### src/rtl/mem_arb_pkg.sv
// Shared types for the latch_mem arbiter: FSM states, requester ids and the
// wait-counter width.
package mem_arb_pkg;

  localparam int WAIT_CNT_W = 8;

  typedef enum logic [2:0] {
    IDLE     = 3'd0,
    READ     = 3'd1,
    WR_SETUP = 3'd2,
    WR_PULSE = 3'd3,
    WR_HOLD  = 3'd4,
    ACK      = 3'd5
  } state_e;

  typedef enum logic {
    REQ_HOST = 1'b0,
    REQ_CPU  = 1'b1
  } req_e;

  function automatic req_e other_req(input req_e r);
    return (r == REQ_HOST) ? REQ_CPU : REQ_HOST;
  endfunction

endpackage

### src/rtl/mem_arb_pick.sv
// Combinational two-way picker: strict HOST priority or round-robin on a tie.
// stb_i[0] is HOST, stb_i[1] is CPU.
module mem_arb_pick
  import mem_arb_pkg::*;
(
  input  logic [1:0] stb_i,
  input  logic       mode_i,
  input  req_e       rr_last_i,
  output req_e       grant_o,
  output logic       valid_o
);

  always_comb begin
    valid_o = |stb_i;
    grant_o = REQ_HOST;
    if (&stb_i) begin
      grant_o = mode_i ? other_req(rr_last_i) : REQ_HOST;
    end else if (stb_i[1]) begin
      grant_o = REQ_CPU;
    end
  end

endmodule

### src/rtl/mem_arbiter.sv
// Arbitrates HOST and CPU access to the single-port latch_mem and sequences
// latch timing. Optional wait counters: define MEM_ARB_WAIT_CNT_EN.
//
// state    | meaning
// IDLE     | arbitrate, latch winner's request
// READ     | address driven, data captured at end of cycle
// WR_SETUP | address/data driven, we low
// WR_PULSE | we high for exactly one cycle
// WR_HOLD  | we low, address/data held
// ACK      | one-cycle ack to the winner, stb inputs ignored
module mem_arbiter
  import mem_arb_pkg::*;
#(
  parameter  int NUM_WORDS = 64,
  parameter  int DATA_W    = 8,
  localparam int ADDR_W    = $clog2(NUM_WORDS)
) (
  input  logic                  clk_i,
  input  logic                  rst_i,
  input  logic                  mode_i,
  input  logic                  host_stb_i,
  input  logic                  host_we_i,
  input  logic [ADDR_W-1:0]     host_addr_i,
  input  logic [DATA_W-1:0]     host_wdata_i,
  output logic                  host_ack_o,
  output logic [DATA_W-1:0]     host_rdata_o,
  input  logic                  cpu_stb_i,
  input  logic                  cpu_we_i,
  input  logic [ADDR_W-1:0]     cpu_addr_i,
  input  logic [DATA_W-1:0]     cpu_wdata_i,
  output logic                  cpu_ack_o,
  output logic [DATA_W-1:0]     cpu_rdata_o,
  output logic [ADDR_W-1:0]     mem_addr_o,
  output logic [DATA_W-1:0]     mem_wdata_o,
  output logic                  mem_we_o,
  input  logic [DATA_W-1:0]     mem_rdata_i,
  output logic [WAIT_CNT_W-1:0] host_wait_o,
  output logic [WAIT_CNT_W-1:0] cpu_wait_o
);

  state_e              r_state;
  req_e                r_id;
  req_e                r_rr_last;
  logic [ADDR_W-1:0]   r_addr;
  logic [DATA_W-1:0]   r_wdata;
  logic                r_mem_we;
  logic                r_host_ack;
  logic                r_cpu_ack;
  logic [DATA_W-1:0]   r_host_rdata;
  logic [DATA_W-1:0]   r_cpu_rdata;

  req_e                w_pick_id;
  logic                w_pick_valid;
  logic                w_sel_we;
  logic [ADDR_W-1:0]   w_sel_addr;
  logic [DATA_W-1:0]   w_sel_wdata;

  mem_arb_pick u_pick (
    .stb_i     ({cpu_stb_i, host_stb_i}),
    .mode_i    (mode_i),
    .rr_last_i (r_rr_last),
    .grant_o   (w_pick_id),
    .valid_o   (w_pick_valid)
  );

  assign w_sel_we    = (w_pick_id == REQ_CPU) ? cpu_we_i    : host_we_i;
  assign w_sel_addr  = (w_pick_id == REQ_CPU) ? cpu_addr_i  : host_addr_i;
  assign w_sel_wdata = (w_pick_id == REQ_CPU) ? cpu_wdata_i : host_wdata_i;

  always_ff @(posedge clk_i) begin
    if (rst_i) begin
      r_state      <= IDLE;
      r_id         <= REQ_HOST;
      r_rr_last    <= REQ_HOST;
      r_addr       <= '0;
      r_wdata      <= '0;
      r_mem_we     <= 1'b0;
      r_host_ack   <= 1'b0;
      r_cpu_ack    <= 1'b0;
      r_host_rdata <= '0;
      r_cpu_rdata  <= '0;
    end else begin
      r_mem_we   <= 1'b0;
      r_host_ack <= 1'b0;
      r_cpu_ack  <= 1'b0;
      case (r_state)
        IDLE: begin
          if (w_pick_valid) begin
            r_id      <= w_pick_id;
            r_rr_last <= w_pick_id;
            r_addr    <= w_sel_addr;
            r_wdata   <= w_sel_wdata;
            r_state   <= w_sel_we ? WR_SETUP : READ;
          end
        end
        READ: begin
          r_state <= ACK;
          if (r_id == REQ_CPU) begin
            r_cpu_ack   <= 1'b1;
            r_cpu_rdata <= mem_rdata_i;
          end else begin
            r_host_ack   <= 1'b1;
            r_host_rdata <= mem_rdata_i;
          end
        end
        WR_SETUP: begin
          r_state  <= WR_PULSE;
          r_mem_we <= 1'b1;
        end
        WR_PULSE: r_state <= WR_HOLD;
        WR_HOLD: begin
          r_state <= ACK;
          if (r_id == REQ_CPU) r_cpu_ack  <= 1'b1;
          else                 r_host_ack <= 1'b1;
        end
        ACK:     r_state <= IDLE;
        default: r_state <= IDLE;
      endcase
    end
  end

  assign mem_addr_o   = r_addr;
  assign mem_wdata_o  = r_wdata;
  assign mem_we_o     = r_mem_we;
  assign host_ack_o   = r_host_ack;
  assign cpu_ack_o    = r_cpu_ack;
  assign host_rdata_o = r_host_rdata;
  assign cpu_rdata_o  = r_cpu_rdata;

`ifdef MEM_ARB_WAIT_CNT_EN
  logic [WAIT_CNT_W-1:0] r_host_wait;
  logic [WAIT_CNT_W-1:0] r_cpu_wait;
  logic                  w_host_busy;
  logic                  w_cpu_busy;

  // The grantee counts as busy from its grant cycle in IDLE through its ACK.
  assign w_host_busy = (r_state == IDLE) ? (w_pick_valid && (w_pick_id == REQ_HOST))
                                         : (r_id == REQ_HOST);
  assign w_cpu_busy  = (r_state == IDLE) ? (w_pick_valid && (w_pick_id == REQ_CPU))
                                         : (r_id == REQ_CPU);

  always_ff @(posedge clk_i) begin
    if (rst_i) begin
      r_host_wait <= '0;
      r_cpu_wait  <= '0;
    end else begin
      if (r_host_ack) r_host_wait <= '0;
      else if (host_stb_i && !w_host_busy && (r_host_wait != '1))
        r_host_wait <= r_host_wait + 1'b1;
      if (r_cpu_ack) r_cpu_wait <= '0;
      else if (cpu_stb_i && !w_cpu_busy && (r_cpu_wait != '1))
        r_cpu_wait <= r_cpu_wait + 1'b1;
    end
  end

  assign host_wait_o = r_host_wait;
  assign cpu_wait_o  = r_cpu_wait;
`else
  assign host_wait_o = '0;
  assign cpu_wait_o  = '0;
`endif

endmodule
### config.mk
export PLATFORM = sky130hd
export DESIGN_NAME = mem_arbiter
export DESIGN_NICKNAME = d
export VERILOG_FILES = /design/src/rtl/mem_arb_pkg.sv /design/src/rtl/mem_arb_pick.sv /design/src/rtl/mem_arbiter.sv
export SDC_FILE = /design/constraint.sdc
export NUM_CORES = 1
export LEC_CHECK = 0
export ABC_AREA = 1
export BUFFER_PORTS_ARGS = -buffer_cell sky130_fd_sc_hd__buf_2
export CAP_MARGIN = 0
export CORE_MARGIN = 2
export CORE_UTILIZATION = 38
export DETAILED_ROUTE_END_ITERATION = 8
export PLACE_DENSITY = 0.71
export SETUP_SLACK_MARGIN = 0.3
export SLEW_MARGIN = 20
export SYNTH_ARGS = -nofsm -noshare
export SYNTH_HDL_FRONTEND = slang
export SYNTH_SLANG_ARGS = --single-unit
### constraint.sdc
create_clock -name clk_i -period 1.2 [get_ports clk_i]
set_input_delay 0.36 -clock clk_i [delete_from_list [all_inputs] [get_ports clk_i]]
set_output_delay 0.36 -clock clk_i [all_outputs]
set_load 0.05 [all_outputs]
==> impl_metrics.json <==
{
  "clk_latency_ps": 280,
  "min-delay-path-class": "input pin to flop",
  "rsz0062_at_grt": "yes",
  "wl_per_cell_um": 11.66,
  "power.internal_mw": 3.095,
  "dr_total_vias": 1785,
  "fp.dieH_um": 73.29,
  "worstHoldStart": "mem_rdata_i[4]",
  "dp.cells": 378,
  "root_buffer": "clkbuf_8",
  "switching_share": 0.4235,
  "muxShareOfSynthArea": 0,
  "synth-seq-cells": 37,
  "grt_max_degree": 18,
  "min_period_over_period": 0.9768,
  "clockPowerShare": 0.151,
  "place_congestion": 0.8133,
  "dieArea_sq_um": 5371,
  "cts_sinks": 37,
  "row_count": 25,
  "status": "completed",
  "start_kind": "flop",
  "timing_max_transition_violations_final": 0,
  "switchingPower_mw": 2.273,
  "arrival_ps": 1340,
  "cts_buffer_depth": 2,
  "track_usage": 0.1681,
  "viasPerCell": 4.451,
  "antenna_cells": 0,
  "hold_viol_final": 0,
  "final_cell_mix": "42 x nand2_1, 42 x buf_2, 39 x nor2_1",
  "gr-total-overflow": 0,
  "worstPathRequired_ps": 1370,
  "path_class": "flop to flop",
  "yosys.area_share.simple": 0.3038,
  "tns_ps": 0,
  "p_seq_frac": 0.332,
  "cts_tree": "yes",
  "reg2reg_slack_ps": 30,
  "drv_cap": 0,
  "grt_pass1_wl_mm": 7.079,
  "antenna_found_initial": 0,
  "worstSetupEndpointType": "flop",
  "drt_iter0_markers": 55,
  "whs_endpoint": "host_rdata_o[4]",
  "syn_area_per_cell_sq_um": 7.268,
  "hpwl_mm": 2.998,
  "ir_worst_vdd_mv": 1.200,
  "yosysSeqAreaShare": 0.4060,
  "regToRegEndpoint": "host_rdata_o[1]",
  "fin_cells": 401,
  "yosysUniqueCellTypes": 26,
  "cts_buffers": 5,
  "syn_area_sq_um": 1824,
  "synth_top_family_by_area": "simple AND/OR/NAND/NOR gates",
  "critPathMaxFanout": 8,
  "core_area_sq_um": 4661,
  "cts.clk_slew.worst_paths_ps": 70,
  "syn_inst": 251,
  "initial_core_util": 0.3914,
  "final_antenna_net_count": 0,
  "hold_depth": 3,
  "fin_worst_skew_ps": 5.331,
  "drc": 0,
  "max_freq_ghz": 0.8531,
  "leakage_nw": 1.444,
  "portBuffers": 75,
  "finalCriticalPeriod_ps": 1172,
  "setup_viol": 0,
  "drive_gt1_frac": 0.5159,
  "cts_max_level": 2,
  "grt_pass1_vias": 1680,
  "ioPinCount": 92,
  "synth-xor-area-share": 0,
  "worstReg2RegStart": "r_state[0]",
  "synthAdderAreaFrac": 0,
  "nets": 389,
  "area_growth_pct": 57.48,
  "synth_compound_area_frac": 0.1008,
  "rr_worst_depth": 7,
  "die_width_um": 73.29,
  "firstDrtPassIters": 4,
  "synth_warnings": 0,
  "cellPowerDensity_nw_per_um2": 1869,
  "routed_wl_mm": 4.676,
  "p_comb_frac": 0.517
}
how the worst max path moves through the flow:
stage	from	to	slack [ps]
global route	r_state[1]	mem_wdata_o[3]	-60
floorplan	r_state[1]	mem_wdata_o[4]	70
global placement	r_state[0]	cpu_rdata_o[0]	-30
CTS	mem_wdata_o[7]	mem_wdata_o[7]	30
detailed placement	r_state[0]	cpu_rdata_o[0]	-40
finish	r_state[0]	host_rdata_o[1]	30
Yosys cell counts, drive strengths merged:
cell type   n  area, sq um
dfxtp      37        740.7
a21oi      16        98.84
buf        22        181.4
inv        39        151.4
nor3        2        21.27
o21ai      17        85.08
nor2       42        175.2
nor2b       1        6.260
conb        1        3.750
nand2      54        261.5
clkinv      1        5.000
clkbuf      1        3.750
nand3      18        90.09
layout make-up:
class	count	area [sq um]
Multi-Input combinational cell	166	865.8
Fill cell	408	1788
Sequential cell	37	794.5
Tap cell	54	67.56
Inverter	40	168.9
Timing Repair Buffer	96	895.9
Clock buffer	8	80.08
per-stage QoR:
stage | power, mW | instance area (sq um) | util | hold WS [ps] | worst slack [ps]
after floorplan | 3.345 | 1927 | - | 457.6 | 72.44
after global placement | 3.750 | 2237 | 0.4800 | 484.0 | -28.60
after detailed placement | 3.767 | 2237 | 0.4800 | 488.0 | -43.60
after CTS | 5.129 | 2673 | 0.5734 | 292.4 | 28.76
after global routing | 5.662 | 2873 | 0.6164 | 334.4 | -59.40
final | 5.369 | 2873 | 0.6164 | 322.7 | 27.85
power by group through the flow:
stage               registers, mW  clock network, mW  logic (mW)
floorplan                    2.42                  0       0.921
global placement             1.68                  0        2.07
detailed placement           1.68                  0        2.09
CTS                          1.75              0.846        2.53
global route                 1.80              0.892        2.97
finish                       1.78              0.812        2.78
layer usage:
metal	GRT usage	share of wire	vias to the layer above
li1	-	-	919
met1	0.1917	0.39	790
met2	0.2953	0.53	71
met3	0.06584	0.074	5
met4	0.03704	0.0058	0
met5	0	0	-
registers in the layout, indices dropped and copies added, names as in the netlist:
name / flops
mem_we_o: 1
mem_addr_o: 6
r_rr_last: 1
r_state: 3
mem_wdata_o: 8
host_rdata_o: 8
host_ack_o: 1
cpu_ack_o: 1
cpu_rdata_o: 8
worst max-delay path, stage by stage, from the launching register on:
cell	delay, ps
dfxtp_4	380
inv_4	40
nor2_4	110
nand2_4	80
nor2_4	160
inv_2	110
nor2_1	120
nor2_1	60
repair_timing:
action	4_1_cts	5_1_grt
hold buffers	0	0
gates resized for setup	113	33
buffers inserted	3	12
pin swaps	16	8
setup endpoints to repair	68	70
logic make-up (layout without fill, tap and decap cells):
logic type,count (synthesis),after routing
AND/OR/NAND/NOR,117,117
buffers and inverters,63,144
flip-flops,37,37
AO/OA/AOI/OAI,33,33
other,1,16
(Power assumes the default switching activity.)
